## config.mk

```make
export PLATFORM = sky130hd
export DESIGN_NAME = vga_sync_generator
export DESIGN_NICKNAME = d
export VERILOG_FILES = /design/src/rtl/vga_sync_generator.sv
export SDC_FILE = /design/constraint.sdc
export NUM_CORES = 1
export LEC_CHECK = 0
export CAP_MARGIN = 30
export CORE_ASPECT_RATIO = 0.6
export CORE_UTILIZATION = 48
export CTS_CLUSTER_SIZE = 8
export DETAILED_ROUTE_END_ITERATION = 10
export GPL_ROUTABILITY_DRIVEN = 1
export PLACE_DENSITY = 0.74
export SLEW_MARGIN = 30
export SYNTH_ARGS = -nofsm -noshare
export SYNTH_HDL_FRONTEND = slang
export SYNTH_SLANG_ARGS = --single-unit
```

## constraint.sdc

```tcl
create_clock -name clk -period 1.4 [get_ports clk]
set_input_delay 0.21 -clock clk [delete_from_list [all_inputs] [get_ports clk]]
set_output_delay 0.21 -clock clk [all_outputs]
set_load 0.02 [all_outputs]
```

## src/rtl/vga_sync_generator.sv

```systemverilog
// rtl/vga_sync_generator.sv - VGA timing generator with 2x2-scaled pixel coordinates
module vga_sync_generator #(
    parameter int H_VISIBLE = 640,
    parameter int H_FRONT   = 16,
    parameter int H_SYNC    = 96,
    parameter int H_BACK    = 48,
    parameter int V_VISIBLE = 480,
    parameter int V_FRONT   = 10,
    parameter int V_SYNC    = 2,
    parameter int V_BACK    = 33
) (
    input  logic       clk,
    input  logic       reset,
    output logic       hsync,
    output logic       vsync,
    output logic       active_area,
    output logic [8:0] pixel_x,
    output logic [8:0] pixel_y,
    output logic       frame_start,
    output logic       line_start
);

    localparam int H_TOTAL = H_VISIBLE + H_FRONT + H_SYNC + H_BACK;
    localparam int V_TOTAL = V_VISIBLE + V_FRONT + V_SYNC + V_BACK;

    localparam logic [9:0] H_LAST     = 10'(H_TOTAL - 1);
    localparam logic [9:0] V_LAST     = 10'(V_TOTAL - 1);
    localparam logic [9:0] H_VIS      = 10'(H_VISIBLE);
    localparam logic [9:0] V_VIS      = 10'(V_VISIBLE);
    localparam logic [9:0] HS_START   = 10'(H_VISIBLE + H_FRONT);
    localparam logic [9:0] HS_END     = 10'(H_VISIBLE + H_FRONT + H_SYNC);
    localparam logic [9:0] VS_START   = 10'(V_VISIBLE + V_FRONT);
    localparam logic [9:0] VS_END     = 10'(V_VISIBLE + V_FRONT + V_SYNC);

    logic [9:0] h_count_q, h_count_d;
    logic [9:0] v_count_q, v_count_d;
    logic       hsync_q, hsync_d;
    logic       vsync_q, vsync_d;
    logic       active_q, active_d;
    logic [8:0] pixel_x_q, pixel_x_d;
    logic [8:0] pixel_y_q, pixel_y_d;
    logic       frame_start_q, frame_start_d;
    logic       line_start_q, line_start_d;

    always_comb begin
        h_count_d = h_count_q + 10'd1;
        v_count_d = v_count_q;
        if (h_count_q == H_LAST) begin
            h_count_d = 10'd0;
            v_count_d = (v_count_q == V_LAST) ? 10'd0 : v_count_q + 10'd1;
        end
    end

    // Outputs decode the counters as they stand before the edge, so every
    // output lags the counter pair by exactly one clock.
    always_comb begin
        hsync_d       = !((h_count_q >= HS_START) && (h_count_q < HS_END));
        vsync_d       = !((v_count_q >= VS_START) && (v_count_q < VS_END));
        active_d      = (h_count_q < H_VIS) && (v_count_q < V_VIS);
        pixel_x_d     = active_d ? h_count_q[9:1] : 9'd0;
        pixel_y_d     = active_d ? v_count_q[9:1] : 9'd0;
        frame_start_d = (h_count_q == 10'd0) && (v_count_q == 10'd0);
        line_start_d  = (h_count_q == 10'd0);
    end

    always_ff @(posedge clk or negedge reset) begin
        if (!reset) begin
            h_count_q     <= 10'd0;
            v_count_q     <= 10'd0;
            hsync_q       <= 1'b1;
            vsync_q       <= 1'b1;
            active_q      <= 1'b0;
            pixel_x_q     <= 9'd0;
            pixel_y_q     <= 9'd0;
            frame_start_q <= 1'b0;
            line_start_q  <= 1'b0;
        end else begin
            h_count_q     <= h_count_d;
            v_count_q     <= v_count_d;
            hsync_q       <= hsync_d;
            vsync_q       <= vsync_d;
            active_q      <= active_d;
            pixel_x_q     <= pixel_x_d;
            pixel_y_q     <= pixel_y_d;
            frame_start_q <= frame_start_d;
            line_start_q  <= line_start_d;
        end
    end

    assign hsync       = hsync_q;
    assign vsync       = vsync_q;
    assign active_area = active_q;
    assign pixel_x     = pixel_x_q;
    assign pixel_y     = pixel_y_q;
    assign frame_start = frame_start_q;
    assign line_start  = line_start_q;

endmodule

```

==> run metrics, run 1 <==
ANT cells 0; maximum VDD drop 0.4613 mV; Die Y 50.05 um; slowest cell on the critical path dfrtp_2; final hold vios 0; RSZ-0062 raised after global routing true; FP Rows 17; Synth Flop Type dfrtp_1; drt pass-1 iters 5; asr flop ratio synth 100.0%; Overflow after GRT 0; worst skew pair latency 0.30 ns; register area share after synthesis 58.40%; post-synthesis cell count 159; leakage 1.253 nW; layout cells sized above 1 29.28%; Synth area leaders dfrtp_1 56%, and2_1 6.1%, ha_1 3.4%; Final Skew 0.006897 ns; Layout Cells excl Fill 269; Post-synth EDFFs 0; Crit Path Class reg2reg; remaining antenna violation count 0; initial antenna violation count 0; Post-Syn Area per Cell 11.61 sq um; total CTS buffers 5; placed inst area 2377 sq um; Finished Cell Area 2539 sq um; crit-path cells nor4b_4 -> and3_4 -> a31oi_1 -> a31oi_1; CP endpoint kind flip-flop; Total GRT Usage 22.35%; Placer Congestion 0.9012; multi-input combinational cell area 770.7 sq um; largest net degree at the start of global routing 44; mapped cell area 1847 sq um; io pins 25; max_cap viols 0; delay-heaviest family, CP simple AND/OR/NAND/NOR gates; DRC violations left 0; dpl cells 256; Worst Slack Setup Final -0.1397 ns; Yosys reg bits 43; Fmax 649.5 MHz; startpoint types flip-flop; min cycle time layout 1.540 ns; Post-Syn Nets 166; Reg clk slew, reported paths 0.09 ns; CP max stage delay 0.44 ns; Chip Width 82.08 um; Pwr Density 825.2 nW/um^2; Final Setup Violations 16; commonest non-fill, non-tap cell in the layout dfrtp_1; status finished, violations left; H-tree depth 2; most frequent cells in the layout 38 x dfrtp_1, 34 x buf_4, 22 x dlygate4sd2_1, 18 x and2_1, 10 x nand3_1; clock sinks 43; Layout area overhead 37.47%; first-pass GRT wire length 6479 um; Final nets 228; area leader, netlist dfrtp_1; filler cell count 262; Vias 1,400; Initial Util 50.19%; DRT iter0 DRCs 109; CORE AREA 3680 sq um; drt via density 5.204; post-synth cell types 37; hold slack final 0.4021 ns; most frequent CP cell a31oi_1; TritonCTS clock tree built; drt wl/cell 15.19 um; deepest clock path buffer count 2; vias in the first global route 1,317; Critical Path RT 1.60 ns; IO buf count 24; WL final 4087 um; HP Class in2async; DP Wirelength 2760 um; Root Buffer clkbuf_8; fin crit share 110.0%; failing checks negative setup slack; DIE AREA 4107 sq um; Synth top area share 55.56%; Worst Path Max Fanout 7; pre-CTS WS -0.1320 ns; Data arrival, critical path 1.74 ns; Syn. warnings 0; Slew Limit Fails 0; FF-to-FF setup slack -0.14 ns; crit path buf inv count 0; Seq. cell area 1082 sq um; Final Core Density 68.99%
[state kept, by name, summed over array words and instances (netlist names), 9 cells and up]
| register | flops |
|---|---|
| v_count_q | 10 |
| pixel_y | 9 |
| pixel_x | 9 |
| h_count_q | 10 |
[worst register-to-register path: cells and delay by family (launching register included)]
family          cells  cell delay (ns)
flops               1             0.44
simple gates        2             0.66
compound gates      2             0.34
[stage by stage]
stage	setup TNS, ns	power (mW)
final	-0.9149	2.095
after floorplan	-0.09592	1.270
after global routing	-2.024	2.184
after CTS	-0.7286	2.108
after detailed placement	-1.071	1.305
after global placement	-0.3638	1.304
[per-layer routing]
metal / GRT usage (%) / share of wire, % / up-vias / wire length [um]
met1: 32.81 / 49 / 668 / 1990
met5: 0 / 0 / - / 0
met3: 9.074 / 7.1 / 7 / 292
li1: - / - / 674 / -
met4: 7.310 / 1.3 / 0 / 55
met2: 29.48 / 43 / 51 / 1749
[cell type report]
class	count	area share, %
Clock buffer	5	2.711
Clock inverter	3	0.9364
Timing Repair Buffer	62	20.31
Multi-Input combinational cell	104	30.36
Tap cell	47	2.316
Inverter	5	0.7393
Sequential cell	43	42.63
[worst paths after layout]
path	startpoint	endpoint	cells after the start
setup / recovery	h_count_q[6]	v_count_q[9]	4
hold / removal	reset	pixel_x[5]	3
setup reg to reg	h_count_q[6]	v_count_q[9]	4
hold reg to reg	h_count_q[8]	h_count_q[8]	1
max in group asynchronous	reset	vsync	3
min in group clk	h_count_q[8]	h_count_q[8]	1
[timing repair]
item	4_1_cts	5_1_grt
buffers inserted	2	1
hold endpoints to repair	41	0
endpoints found under the setup margin	39	32
hold buffers	1	0
gates resized for setup	27	18
pin swaps	4	7
gates cloned	0	2
[cells in the mapped netlist (3+ instances only)]
master    number
dfrtp_1       41
and2_1        18
nand3_1       11
nor2_1         8
nand2_1        7
xnor2_1        7
ha_1           5
inv_1          5
nand4_1        5
and3_1         4
clkbuf_1       4
nor4_1         4
o21ai_0        4
a31oi_1        3
and4_1         3
xor2_1         3
[cell families (layout without fill, tap and decap cells)]
| logic type | count (synthesis) | in the layout | share of synthesized area (%) |
|---|---|---|---|
| other cells | 1 | 1 | 0.2031 |
| buf+inv | 13 | 75 | 4.403 |
| mux | 1 | 1 | 0.5420 |
| flops | 43 | 43 | 58.40 |
| xor+xnor | 10 | 10 | 4.743 |
| simple gates | 70 | 71 | 22.43 |
| compound gates | 16 | 16 | 5.895 |
| fa+ha+maj | 5 | 5 | 3.388 |
[power breakdown]
part           internal, mW  switching, mW  leakage, nW  total, mW
Sequential             1.24       0.000216        0.557       1.24
Clock                 0.357          0.459       0.0408      0.816
Combinational        0.0101         0.0264        0.656     0.0365
No activity file was read; power rests on OpenSTA's default activity.
==> run 2, diff against run 1 <==
ABC_AREA = 1   (was default)
CORE_UTILIZATION = 51   (was 48)
CTS_BUF_LIST = sky130_fd_sc_hd__clkbuf_4   (was default)
PLACE_DENSITY = 0.78   (was 0.74)
==> run metrics, run 2 <==
status finished, violations left (unchanged); failing checks negative setup slack (unchanged); most frequent cells in the layout 40 x dfrtp_1, 34 x nand2_1, 34 x nor2_1, 25 x inv_1, 21 x dlygate4sd2_1 (was 38 x dfrtp_1, 34 x buf_4, 22 x dlygate4sd2_1, 18 x and2_1, 10 x nand3_1); Synth area leaders dfrtp_1 53%, nor2_1 7.0%, nand2_1 6.8% (was dfrtp_1 56%, and2_1 6.1%, ha_1 3.4%); Initial Util 56.03% (was 50.19%); Data arrival, critical path 1.73 ns (was 1.74 ns); min cycle time layout 1.422 ns (was 1.540 ns); Total GRT Usage 24.87% (was 22.35%); deepest clock path buffer count 2 (unchanged); Root Buffer clkbuf_4 (was clkbuf_8); Post-Syn Nets 215 (was 166); first-pass GRT wire length 7134 um (was 6479 um); max_cap viols 0 (unchanged); register area share after synthesis 56.23% (was 58.40%); most frequent CP cell nand2_1 (was a31oi_1); total CTS buffers 5 (unchanged); io pins 25 (unchanged); Post-Syn Area per Cell 9.222 sq um (was 11.61 sq um); H-tree depth 2 (unchanged); drt wl/cell 14.92 um (was 15.19 um); FP Rows 16 (was 17); largest net degree at the start of global routing 25 (was 44); post-synth cell types 26 (was 37); ANT cells 0 (unchanged); Reg clk slew, reported paths 0.13 ns (was 0.09 ns); most frequent cell after synthesis dfrtp_1 (unchanged); Die Y 49.51 um (was 50.05 um); DP Wirelength 3148 um (was 2760 um); remaining antenna violation count 0 (unchanged); Synth top area share 53.49% (was 55.56%); overall power 2.071 mW (was 2.095 mW); mapped cell area 1918 sq um (was 1847 sq um); filler cell count 256 (was 262); worst skew pair latency 0.36 ns (was 0.30 ns); drt via density 5.284 (was 5.204); startpoint types flip-flop (unchanged); vias in the first global route 1,418 (was 1,317); commonest non-fill, non-tap cell in the layout dfrtp_1 (unchanged); asr flop ratio synth 100.0% (unchanged); Chip Width 81.17 um (was 82.08 um); RSZ-0062 raised after global routing true (unchanged); initial antenna violation count 0 (unchanged); Post-synth EDFFs 0 (unchanged); maximum VDD drop 0.5336 mV (was 0.4613 mV); delay-heaviest family, CP simple AND/OR/NAND/NOR gates (unchanged); Yosys reg bits 43 (unchanged); Layout area overhead 28.83% (was 37.47%); fin crit share 101.6% (was 110.0%); slowest cell on the critical path dfrtp_1 (was dfrtp_2); crit path buf inv count 2 (was 0); HP Class in2async (unchanged); CORE AREA 3423 sq um (was 3680 sq um); setup TNS -0.02173 ns (was -0.9149 ns); IO buf count 24 (unchanged); Worst Slack Setup Final -0.02173 ns (was -0.1397 ns); leakage 1.269 nW (was 1.253 nW); CP max stage delay 0.39 ns (was 0.44 ns); TritonCTS clock tree built (unchanged); Vias 1,601 (was 1,400); WL final 4521 um (was 4087 um); Final nets 264 (was 228); Final Setup Violations 1 (was 16); DRT iter0 DRCs 161 (was 109); Crit Path Class reg2reg (unchanged); drt pass-1 iters 5 (unchanged); crit-path cells ha_2 -> nand2_1 -> nor2_4 -> inv_2 -> nor2_8 -> buf_12 -> nand4_1 -> nand2_1 (was nor4b_4 -> and3_4 -> a31oi_1 -> a31oi_1); clock sinks 43 (unchanged); Placer Congestion 1.010 (was 0.9012); area leader, netlist dfrtp_1 (unchanged); DIE AREA 4018 sq um (was 4107 sq um); Overflow after GRT 0 (unchanged); final hold vios 0 (unchanged); CP endpoint kind flip-flop (unchanged); Fmax 703.4 MHz (was 649.5 MHz); DRC violations left 0 (unchanged); Worst Path Max Fanout 11 (was 7); Pwr Density 838.1 nW/um^2 (was 825.2 nW/um^2); layout cells sized above 1 22.09% (was 29.28%); Largest regs h_count_q x10, v_count_q x10 (unchanged); synth cell count leaders 41 x dfrtp_1, 36 x nor2_1, 35 x nand2_1 (was 41 x dfrtp_1, 18 x and2_1, 11 x nand3_1); Critical Path RT 1.71 ns (was 1.60 ns); Final Skew 0.009703 ns (was 0.006897 ns); Synth Flop Type dfrtp_1 (unchanged); Syn. warnings 0 (unchanged); post-synthesis cell count 208 (was 159); Slew Limit Fails 0 (unchanged)
[run 2: cell count changes after synthesis, sizes merged, moves of 3 or more]
cell	delta
xnor2	-7
and4	-3
nand2	+29
clkbuf	-4
and3	-3
nor4	-4
xor2	+6
and2	-18
nor3	+7
nor2	+32
inv	+26
o21ai	+4
a31oi	-3
[run 2: metal layers]
metal,wire length (um),GRT usage (%),vias to the layer above
met2,1886,32.07,88
met5,0,0,-
met1,2123,38.49,758
li1,-,-,746
met3,454,7.778,9
met4,57,8.929,0
[run 2: area by class of cell]
type / count / area [sq um] / share of cell area, %
clock inverters: 3 / 43.79 / 1.772
multi-input cells: 132 / 742.0 / 30.03
clock buffers: 5 / 37.54 / 1.519
repair buffers: 44 / 395.4 / 16.00
flip-flops and latches: 43 / 1080 / 43.70
well taps: 45 / 56.30 / 2.278
inverters: 31 / 116.4 / 4.709
[run 2: path summary, 6_finish.rpt]
check                             start      endpoint  slack [ns]  cells past startpoint
min                               reset  v_count_q[2]        0.32                      2
max                        h_count_q[0]  v_count_q[9]       -0.02                      8
max in group asynchronous         reset  h_count_q[7]        0.59                      3
min in group clk           v_count_q[7]  v_count_q[7]        0.54                      1
max reg2reg                h_count_q[0]  v_count_q[9]       -0.02                      8
min reg2reg                v_count_q[7]  v_count_q[7]        0.54                      1
[run 2: kinds of logic (layout without fill, tap and decap cells)]
| group | after synthesis | count (layout) | synth area share, % |
|---|---|---|---|
| AO/OA/AOI/OAI | 11 | 11 | 3.000 |
| adder cells (fa/ha/maj) | 5 | 5 | 3.262 |
| other | 1 | 1 | 0.1955 |
| AND/OR/NAND/NOR | 106 | 106 | 25.77 |
| flip-flops | 43 | 43 | 56.23 |
| buffers and inverters | 33 | 83 | 7.436 |
| XOR/XNOR | 9 | 9 | 4.110 |
[run 2: timing repair]
item,CTS,global route
endpoints found under the hold margin,17,0
buffers inserted,1,6
setup endpoints to repair,29,26
resized for setup,29,12
pin swaps,1,2
hold buffers,1,0
[run 2: where the power goes]
part	switching, mW	total (mW)	internal [mW]
Clock	0.415	0.791	0.376
Sequential	0.000233	1.24	1.24
Combinational	0.0268	0.0365	0.00973
Total	0.442	2.07	1.63
[run 2: stage by stage]
stage               hold WS (ns)  instances  setup WS [ns]  utilization [%]  area (sq um)
floorplan               -0.08559        208        0.08281                -          1918
global placement          0.1883        287        0.05250            67.51          2311
detailed placement        0.1974        287       -0.02047            67.51          2311
CTS                       0.3335        297       0.006411            69.92          2394
global route              0.3590        303       -0.07356            72.19          2471
finish                    0.3222        303       -0.02173            72.19          2471
==> RTL edit 1, RTL diff (flow settings as in run 2) <==
Set the parameter `V_VISIBLE` to 360 (it was 480).
--- a/src/rtl/vga_sync_generator.sv
+++ b/src/rtl/vga_sync_generator.sv
@@ -4,7 +4,7 @@
     parameter int H_FRONT   = 16,
     parameter int H_SYNC    = 96,
     parameter int H_BACK    = 48,
-    parameter int V_VISIBLE = 480,
+    parameter int V_VISIBLE = 360,
     parameter int V_FRONT   = 10,
     parameter int V_SYNC    = 2,
     parameter int V_BACK    = 33
Formal check against the unedited RTL: no difference found for any inputs over 10 cycles, from zero or initial values and one cycle with reset low; that may be too few to reach the edited logic, so the function may still have changed.
==> RTL edit 1 against run 2 <==
- count of clock-buffer cells in the layout is 1 higher
- first-iteration DRC count up 19%
- cell area is 1.4% higher
- total power is 8.6% lower
- highest routed layer unchanged
- core utilization is 4.1 points lower
- worst setup slack better by 0.028 ns
- sequential cell count unchanged
- area after synthesis rose by 3.0%
- critical endpoint is now v_count_q[8]
- sequential share of layout area down 0.66 points
- routed wire length shrank 4.3%
==> RTL edit 1: results (changes against run 2) <==
| Metric | Value |
|---|---|
| Status | finished, final reports clean |
| Final sum of negative setup slack | 0 ns (+0.02173 ns) |
| GRT Overall Usage | 0.2434 (-0.005318) |
| Setup slack of the worst register-to-register path | 0.006 ns (+0.03 ns) |
| Routed vias | 1677 (+4.7%) |
| Avg WL per Cell | 13.27 um (-11%) |
| Minimum clock period | 1.394 ns (-0.02809 ns) |
| Routability Congestion | 0.9393 (-7.0%) |
| First-pass GRT wire length | 7286 um (+2.1%) |
| Critical Path Fanout Max | 4 (-7) |
| Worst setup slack after placement | 0.01023 ns (+0.03070 ns) |
| Share of async-settable or async-resettable flops after synthesis | 1.000 (unchanged) |
| Final HPWL DP | 3191 um (+1.4%) |
| Launch instance of the worst register-to-register path | h_count_q[1] |
| Met2 Routed Length | 1712 um (-9.2%) |
| Clock insertion delay at the later pin of the skew report | 0.34 ns (-0.02 ns) |
| Mean number of vias per cell | 5.144 (-2.6%) |
| Iter 0 DRT Violations | 192 (+19%) |
| Avg Synthesized Cell Area | 8.627 sq um (-6.4%) |
| Wl on met1 | 2214 um (+4.3%) |
| Count of buffers inserted at the top-level ports | 24 (unchanged) |
| Class of the tightest hold or removal check | input pin to async pin |
| GR Util met2 | 0.3099 (-0.01081) |
| Cell variety after synth | 24 (-7.7%) |
| CP arrival | 1.69 ns (-0.04 ns) |
| Share of final-layout standard cells stronger than drive strength 1 | 0.2115 (-0.009461) |
| GR Util met3 | 0.06182 (-0.01596) |
| Sequential-to-total area share from yosys stat | 0.5459 (-0.01638) |
| Number of global-route vias before repair | 1527 (+7.7%) |
| Switching power total | 427.0 uW (-3.4%) |
| Maximum clock skew at final layout | 0.007279 ns (-0.002424 ns) |
| Sum of met3 wire segment lengths after detailed routing | 381 um (-16%) |
| Number of placed instances with taps included | 312 (+8.7%) |
| Leakage component of the power | 1.308 nW (+3.1%) |
| Final worst hold slack | 0.2288 ns (-0.09338 ns) |
| Maximum number of pins on one net before global-route repair | 24 (-4.0%) |
| Final layout net count | 285 (+8.0%) |
| Post-synthesis net count | 236 (+9.8%) |
| Grt met1 use | 0.3993 (+0.01439) |
| VDD IR max | 440.1 uV (-18%) |
| Largest stage delay, worst path | 0.42 ns (+0.03 ns) |
==> RTL edit 1: changes by cell type after synthesis, sizes merged, moves of 2 or more <==
cell / before / now
buf: 2 / 4
nand2: 36 / 47
nand3: 13 / 20
nand4: 5 / 9
nor2: 40 / 48
nor3: 10 / 4
xor2: 9 / 4
==> RTL edit 1: what timing repair did <==
action,in CTS,in global routing
endpoints found under the setup margin,24,16
gates resized for setup,26,17
hold buffers,1,0
cloned,0,0
hold endpoints to repair,19,0
pin swaps,0,4
setup buffers,1,4
==> RTL edit 1: area by class of cell <==
class	instances	area, sq um
Multi-Input combinational cell	152	812.0
Inverter	30	112.6
Clock inverter	2	12.51
Clock buffer	6	45.04
Tap cell	47	58.81
Timing Repair Buffer	46	386.6
Fill cell	307	1174
Sequential cell	43	1079
==> RTL edit 1: worst max-delay path, delay by kind of cell, from the launching register on <==
family                     cells  cell delay [ns]
buffers and inverters          1             0.16
DFF                            1             0.42
adders and majority gates      1             0.16
and+or+nand+nor                6             0.60
==> RTL edit 1: final timing paths <==
path,to,cells after the start
min in group clk,h_count_q[2],1
setup / recovery,v_count_q[8],8
setup reg to reg,v_count_q[8],8
hold / removal,h_count_q[7],2
hold reg to reg,h_count_q[2],1
max in group asynchronous,v_count_q[1],3
==> RTL edit 1: power by group through the flow <==
stage               combinational [mW]  clock, mW  sequential (mW)
floorplan                     0.000233          0             1.27
global placement                0.0350          0             1.27
detailed placement              0.0357          0             1.27
CTS                             0.0364      0.623             1.24
global route                    0.0410      0.690             1.24
finish                          0.0344      0.614             1.24
==> RTL edit 1: cell families after synthesis <==
family / synth area share
flip-flops: 0.5459
adder cells (fa/ha/maj): 0.03167
other: 0.001898
AND/OR/NAND/NOR: 0.2932
AO/OA/AOI/OAI: 0.03483
buffers and inverters: 0.07473
XOR/XNOR: 0.01773
==> RTL edit 2, RTL diff (settings of run 2) <==
Without the edit above. Reset style: synchronous (`reset`), changed in one clocked block.
--- a/src/rtl/vga_sync_generator.sv
+++ b/src/rtl/vga_sync_generator.sv
@@ -63,7 +63,7 @@
         line_start_d  = (h_count_q == 10'd0);
     end
 
-    always_ff @(posedge clk or negedge reset) begin
+    always_ff @(posedge clk) begin
         if (!reset) begin
             h_count_q     <= 10'd0;
             v_count_q     <= 10'd0;
Formal check against the unedited RTL: differs if reset is asserted again (counterexample within 4 cycles, from zero or initial values and one cycle with reset low); with reset held inactive, the same outputs for 10 cycles.
==> RTL edit 2 against run 2 <==
- sequential cell count stayed put
- cell count is 8.3% higher
- cell area is 2.5% lower
- worst setup slack better by 0.077 ns
- routed wire length is 5.4% lower
- highest routed layer unchanged
- critical endpoint is now v_count_q[4]
- die area is 2.0% lower
- area after synthesis is 2.0% lower
Power is not compared: it rests on default switching activity, and its combinational part moved more than twofold at a synthesized area within 25%.
==> RTL edit 2: results (changes against run 2) <==
| Metric | Value |
|---|---|
| Number of placed instances with taps included | 319 (+11%) |
| Iter 0 DRT Violations | 151 (-6.2%) |
| Synth area leaders | dfxtp_1 (46%), nand2_1 (9.4%), nor2_1 (7.6%) |
| Setup slack of the worst register-to-register path | 0.06 ns (+0.08 ns) |
| Share of final-layout standard cells stronger than drive strength 1 | 0.2544 (+0.03349) |
| Class of the tightest hold or removal check | flop to flop |
| Number of global-route vias before repair | 1402 (-1.1%) |
| Launch instance of the worst register-to-register path | v_count_q[1] |
| Maximum clock skew at final layout | 0.01577 ns (+0.006065 ns) |
| Parity-gate share of the synthesized area counting xor and xnor cells | 0.009321 (-0.03177) |
| Share of async-settable or async-resettable flops after synthesis | 0 (-1.000) |
| Routability Congestion | 0.9583 (-5.1%) |
| Status | finished, final reports clean |
| Final layout net count | 289 (+9.5%) |
| Critical Path Fanout Max | 6 (-5) |
| Avg Synthesized Cell Area | 8.100 sq um (-12%) |
| First-pass GRT wire length | 6755 um (-5.3%) |
| Clock insertion delay at the later pin of the skew report | 0.38 ns (+0.02 ns) |
| GRT Overall Usage | 0.2361 (-0.01257) |
| Most instantiated cells after synthesis | nand2_1 (47), dfxtp_1 (43), nor2_1 (38), inv_1 (25), nand3_1 (14) |
| Buffers from clock root to sink, at most | 2 (unchanged) |
| Final worst hold slack | 0.5080 ns (+0.1859 ns) |
| Sequential-to-total area share from yosys stat | 0.4581 (-0.1042) |
| Final HPWL DP | 3221 um (+2.3%) |
| Avg WL per Cell | 13.05 um (-13%) |
| Routed vias | 1668 (+4.2%) |
| Mean number of vias per cell | 5.085 (-3.8%) |
| Area after detailed placement | 2320 sq um (+0.38%) |
| Worst setup path endpoint | v_count_q[4] |
| Depth of the worst register-to-register path | 6 (-2) |
| Synth Flop Type | dfxtp_1 |
| Post-Synth Adder-Cell Area | 0.03329 (+0.0006732) |
| Area fraction in compound gates after synthesis | 0.04727 (+0.01726) |
| Count of synthesis-stage warnings from yosys | 0 (unchanged) |
| CP arrival | 1.62 ns (-0.11 ns) |
| Cell variety after synth | 28 (+7.7%) |
[RTL edit 2: changes by cell type after synthesis, moves of 8 or more]
cell / delta
dfxtp_1: +43
dfrtp_1: -41
nand2_1: +12
nor2_4: +10
a21oi_1: +8
xor2_1: -8
[RTL edit 2: power by group]
group          switching, mW  total, mW  leakage [nW]  internal, mW
clock                  0.410      0.623        0.0317         0.213
combinational         0.0844      0.144         0.648        0.0598
sequential            0.0128       1.25         0.352          1.24
[RTL edit 2: worst max-delay path, cell delays in order (launching register included)]
cell	delay [ns]
dfxtp_4	0.40
ha_1	0.22
inv_1	0.07
nor2_2	0.14
nand4_1	0.19
nor2_1	0.17
nor2_1	0.06
[RTL edit 2: final cells by class]
cell class	count	area, sq um
Fill cell	272	973.4
Multi-Input combinational cell	158	920.9
Sequential cell	43	872.1
Timing Repair Buffer	45	394.1
Inverter	29	108.9
Tap cell	45	56.30
Clock buffer	6	45.04
Clock inverter	2	12.51
[RTL edit 2: repair_timing]
item | 4_1_cts | 5_1_grt
setup buffers | 0 | 1
pin swaps | 0 | 4
hold buffers | 0 | 0
gates resized for setup | 23 | 20
endpoints found under the setup margin | 23 | 19
[RTL edit 2: layer usage]
metal	part of all wire	track usage	wire length, um	vias up
met4	0.018	0.1042	78	0
li1	-	-	-	827
met1	0.49	0.3571	2094	767
met3	0.094	0.08224	401	10
met2	0.40	0.2924	1703	64
met5	0	0	0	-
[RTL edit 2: logic make-up (layout without fill, tap and decap cells)]
logic type,Yosys count,count (layout)
XOR/XNOR,2,2
AO/OA/AOI/OAI,14,14
flip-flops,43,43
AND/OR/NAND/NOR,136,136
adder cells (fa/ha/maj),5,5
other,1,1
buffers and inverters,31,82
